## config.mk

```make
export PLATFORM = sky130hd
export DESIGN_NAME = serial_alu_sequencer
export DESIGN_NICKNAME = d
export VERILOG_FILES = /design/src/rtl/serial_alu_sequencer.sv
export SDC_FILE = /design/constraint.sdc
export NUM_CORES = 1
export LEC_CHECK = 0
export CAP_MARGIN = 20
export CORE_MARGIN = 3
export CORE_UTILIZATION = 55
export DETAILED_ROUTE_END_ITERATION = 16
export PLACE_DENSITY_LB_ADDON = 0.08
export SYNTH_ARGS = -nofsm -noshare
export SYNTH_HDL_FRONTEND = slang
export SYNTH_SLANG_ARGS = --single-unit
```

## constraint.sdc

```tcl
create_clock -name clk -period 4.3 [get_ports clk]
set_input_delay 1.29 -clock clk [delete_from_list [all_inputs] [get_ports clk]]
set_output_delay 1.29 -clock clk [all_outputs]
set_load 0.1 [all_outputs]
```

## src/rtl/serial_alu_sequencer.sv

```systemverilog
// Bit-serial ALU sequencer: latches an operation, evaluates one bit per clock (LSB first),
// threads carry between steps and presents the word and flags on a valid/ready handshake.
module serial_alu_sequencer #(
    parameter int WIDTH = 8,
    parameter int CNT_W = $clog2(WIDTH)
) (
    input  logic             clk,
    input  logic             reset,
    input  logic             in_valid,
    output logic             in_ready,
    input  logic [2:0]       op,
    input  logic [WIDTH-1:0] a,
    input  logic [WIDTH-1:0] b,
    output logic             result_valid,
    input  logic             out_ready,
    output logic [WIDTH-1:0] result,
    output logic             carry,
    output logic             zero,
    output logic             busy
);

    typedef enum logic [1:0] {
        S_IDLE = 2'd0,
        S_RUN  = 2'd1,
        S_DONE = 2'd2
    } state_t;

    localparam logic [2:0] OP_MOVA = 3'b000;
    localparam logic [2:0] OP_NOTA = 3'b001;
    localparam logic [2:0] OP_AND  = 3'b010;
    localparam logic [2:0] OP_OR   = 3'b011;
    localparam logic [2:0] OP_XOR  = 3'b100;
    localparam logic [2:0] OP_ADD  = 3'b101;
    localparam logic [2:0] OP_SUB  = 3'b110;
    localparam logic [2:0] OP_MOVB = 3'b111;

    state_t             r_state;
    logic               r_in_ready;
    logic               r_result_valid;
    logic               r_busy;
    logic [WIDTH-1:0]   r_result;
    logic               r_carry;
    logic               r_zero;
    logic [WIDTH-1:0]   r_a;
    logic [WIDTH-1:0]   r_b;
    logic [2:0]         r_op;
    logic [CNT_W-1:0]   r_cnt;
    logic               r_c;
    logic [WIDTH-1:0]   r_res_sh;

    logic [1:0]         w_slice;
    logic               w_bit;
    logic               w_cout;
    logic               w_last;
    logic [WIDTH-1:0]   w_res_next;

    // One-bit slice: returns {carry_out, result_bit}; carry_out is 0 for non-arithmetic ops.
    function automatic logic [1:0] alu_bit(input logic [2:0] f_op, input logic f_a,
                                           input logic f_b, input logic f_c);
        logic f_bx;
        logic [1:0] f_out;
        f_bx  = (f_op == OP_SUB) ? ~f_b : f_b;
        f_out = 2'b00;
        case (f_op)
            OP_MOVA: f_out = {1'b0, f_a};
            OP_NOTA: f_out = {1'b0, ~f_a};
            OP_AND:  f_out = {1'b0, f_a & f_b};
            OP_OR:   f_out = {1'b0, f_a | f_b};
            OP_XOR:  f_out = {1'b0, f_a ^ f_b};
            OP_ADD,
            OP_SUB:  f_out = {(f_a & f_bx) | (f_a & f_c) | (f_bx & f_c), f_a ^ f_bx ^ f_c};
            OP_MOVB: f_out = {1'b0, f_b};
            default: f_out = 2'b00;
        endcase
        return f_out;
    endfunction

    always_comb begin
        w_slice    = alu_bit(r_op, r_a[0], r_b[0], r_c);
        w_bit      = w_slice[0];
        w_cout     = w_slice[1];
        w_last     = (r_cnt == CNT_W'(WIDTH - 1));
        w_res_next = {w_bit, r_res_sh[WIDTH-1:1]};
    end

    always_ff @(posedge clk) begin
        if (reset) begin
            r_state        <= S_IDLE;
            r_in_ready     <= 1'b1;
            r_result_valid <= 1'b0;
            r_busy         <= 1'b0;
            r_result       <= '0;
            r_carry        <= 1'b0;
            r_zero         <= 1'b0;
            r_a            <= '0;
            r_b            <= '0;
            r_op           <= '0;
            r_cnt          <= '0;
            r_c            <= 1'b0;
            r_res_sh       <= '0;
        end else begin
            case (r_state)
                S_IDLE: begin
                    if (in_valid) begin
                        r_a        <= a;
                        r_b        <= b;
                        r_op       <= op;
                        r_cnt      <= '0;
                        r_c        <= (op == OP_SUB);
                        r_res_sh   <= '0;
                        r_in_ready <= 1'b0;
                        r_busy     <= 1'b1;
                        r_state    <= S_RUN;
                    end
                end
                S_RUN: begin
                    r_res_sh <= w_res_next;
                    r_a      <= r_a >> 1;
                    r_b      <= r_b >> 1;
                    r_c      <= w_cout;
                    r_cnt    <= r_cnt + CNT_W'(1);
                    // Published outputs only change here, so they hold across DONE and IDLE.
                    if (w_last) begin
                        r_state        <= S_DONE;
                        r_busy         <= 1'b0;
                        r_result_valid <= 1'b1;
                        r_result       <= w_res_next;
                        r_carry        <= w_cout;
                        r_zero         <= (w_res_next == '0);
                    end
                end
                S_DONE: begin
                    if (out_ready) begin
                        r_state        <= S_IDLE;
                        r_result_valid <= 1'b0;
                        r_in_ready     <= 1'b1;
                    end
                end
                default: begin
                    r_state <= S_IDLE;
                end
            endcase
        end
    end

    assign in_ready     = r_in_ready;
    assign result_valid = r_result_valid;
    assign busy         = r_busy;
    assign result       = r_result;
    assign carry        = r_carry;
    assign zero         = r_zero;

endmodule

```

==> impl_metrics.json <==
{
  "status": "finished, final reports clean",
  "fp.dieH_um": 65.7,
  "slowest_stage": "clkdlybuf4s50_1",
  "cap_viol_max_count": 0,
  "required_ps": 3010,
  "drtIter0Drc": 75,
  "io_pins": 36,
  "clk_latency_ps": 360,
  "power.density_mw_per_mm2": 353,
  "fin_crit_sh_pct": 73.7,
  "cts_tree": "yes",
  "timing.slew.headroom_pct": 31.3,
  "syn_area_mm2": 0.00196,
  "critPathMaxFanout": 3,
  "start_util_pct": 57.9,
  "path_depth": 1,
  "dp_hpwl_mm": 2.76,
  "cts.path.max_buffers": 2,
  "postCtsHoldBufs": 0,
  "p_leak_uw": 0.000899,
  "place.gp.congestion": 0.806,
  "dieArea_mm2": 0.00432,
  "htreeDepth": 2,
  "die-width_um": 65.7,
  "core_area_mm2": 0.00339,
  "finalMaxSlewViolations": 0,
  "timing.fmax_mhz": 316,
  "hp-class": "reg -> reg",
  "drc": 0,
  "clk_pin_slew_ps": 130,
  "grt_max_degree": 30,
  "crit_path_end_kind": "primary output",
  "via_count": 1653,
  "wl_per_cell_um": 13.2,
  "arrival_ps": 1880,
  "irDropWorstVdd_uv": 303,
  "synth_fp_nets": 257,
  "root_buffer": "clkbuf_4",
  "cp-start-kind": "register",
  "grt_pass1_vias": 1606,
  "path_buf_inv": 1,
  "firstDrtPassIters": 4,
  "fin_setup_tns_ps": 0,
  "setup_viol": 0,
  "crit_family": "buffers and inverters",
  "antenna_found_initial": 0,
  "cts-resized-gates": 0,
  "syn2layout_area_growth_pct": 21.2,
  "layout_common_cells": "45 x nand2_1, 45 x dfxtp_1, 35 x nor2_1, 35 x clkdlybuf4s50_1",
  "netlist-cell-type-count": 32,
  "ys_ff_latch": 45,
  "reg2reg_depth": 6,
  "skew_ps": 12.6,
  "n_fill_cell": 287,
  "min_period_ps": 3170,
  "syn-instance-count": 229,
  "synth_edf_count": 0,
  "yosys_warnings": 0,
  "grt_first_pass_wirelength_mm": 6.88,
  "ant_nets": 0,
  "ys.flop_type": "dfxtp_1",
  "timing.hold.ws_ps": 464,
  "synthArstFlopShare_pct": 0,
  "drive_above_1_share_pct": 5.02,
  "critPathKind": "reg -> out",
  "cts_sinks": 45,
  "diodes": 0,
  "hold_violations": 0,
  "grt_overflow": 0,
  "hold_depth": 2,
  "row_count": 21,
  "avgSynthCellArea_um2": 8.57,
  "grt_use_total_pct": 20.5,
  "worst_path_largest_cell_delay_ps": 1140,
  "via_per_inst": 5.42,
  "crit_chain": "clkdlybuf4s50_1",
  "rsz0062_at_grt": "false",
  "postCtsSetupBuffers": 0,
  "cts_buffers": 5,
  "port_buffers": 35,
  "ys_seq_area_share_pct": 45.9,
  "wl_mm": 4.02,
  "tightest_slew_ps": 1030,
  "fin_nets": 286
}
synthesized netlist by cell type (all sizes together), types with 2 or more instances:
cell,n,area share [%]
nand2b,2,0.64
nor3,4,1.0
inv,5,0.96
dfxtp,45,46
nand2,45,8.6
nor2,37,7.6
nand3b,4,1.5
mux2i,7,3.6
ha,4,2.5
buf,12,4.5
o31ai,2,0.76
o21bai,2,0.76
nor2b,3,0.96
a311oi,14,6.2
clkbuf,5,0.96
nor3b,2,0.76
o21ai,3,0.76
a22oi,10,3.8
a21oi,14,3.6
cell type report:
type                            count  area [um^2]  area share (%)
Inverter                            5         18.8           0.789
Sequential cell                    45          901            37.9
Clock inverter                      1         30.0            1.26
Multi-Input combinational cell    162          937            39.4
Tap cell                           46         57.6            2.42
Timing Repair Buffer               39          380            16.0
Clock buffer                        7         55.1            2.31
cell families after synthesis:
logic type / Yosys count / synth area share (%)
simple gates: 99 / 21.9
flops: 45 / 45.9
mux: 8 / 4.14
buf+inv: 22 / 6.37
fa+ha+maj: 5 / 3.57
compound gates: 48 / 17.3
xor+xnor: 2 / 0.892
sequential cells by signal (all words and copies together) (netlist names):
register,flops
busy,1
carry,1
in_ready,1
r_a,8
r_b,8
r_c,1
r_cnt,3
r_op,3
r_res_sh,7
r_state,2
result,8
result_valid,1
zero,1
per-layer routing:
layer  GRT usage [%]  share of wire, %  routed length (um)  up-vias
li1                -                 -                   -      847
met1            25.4                48                1940      767
met2            33.4                46                1870       35
met3            6.84               4.5                 179        4
met4            6.22               1.0                  42        0
met5               0                 0                   0        -
through the flow:
step	cells	util (%)	cell area (um^2)	power (uW)	worst slack (ps)
finish	305	70.2	2380	839	1130
global placement	297	67.7	2290	575	1390
global route	305	70.2	2380	883	1080
floorplan	229	-	1960	541	2070
detailed placement	297	67.7	2290	577	1320
CTS	305	70.2	2380	848	1120
power breakdown:
| group | internal, uW | total, uW | switching, uW |
|---|---|---|---|
| clock | 139 | 272 | 133 |
| combinational | 50.7 | 116 | 65.3 |
| sequential | 436 | 451 | 14.9 |
worst paths after layout:
| kind | startpoint | end | slack [ps] |
|---|---|---|---|
| max | busy$_SDFFE_PP0P_ | busy | 1130 |
| min | r_c$_SDFFE_PP0P_ | r_c$_SDFFE_PP0P_ | 460 |
| max reg2reg | r_op[1]$_SDFFE_PP0P_ | zero$_SDFFE_PP0P_ | 2260 |
| min reg2reg | r_c$_SDFFE_PP0P_ | r_c$_SDFFE_PP0P_ | 460 |
Note: power is estimated with default switching activity, not from simulation.
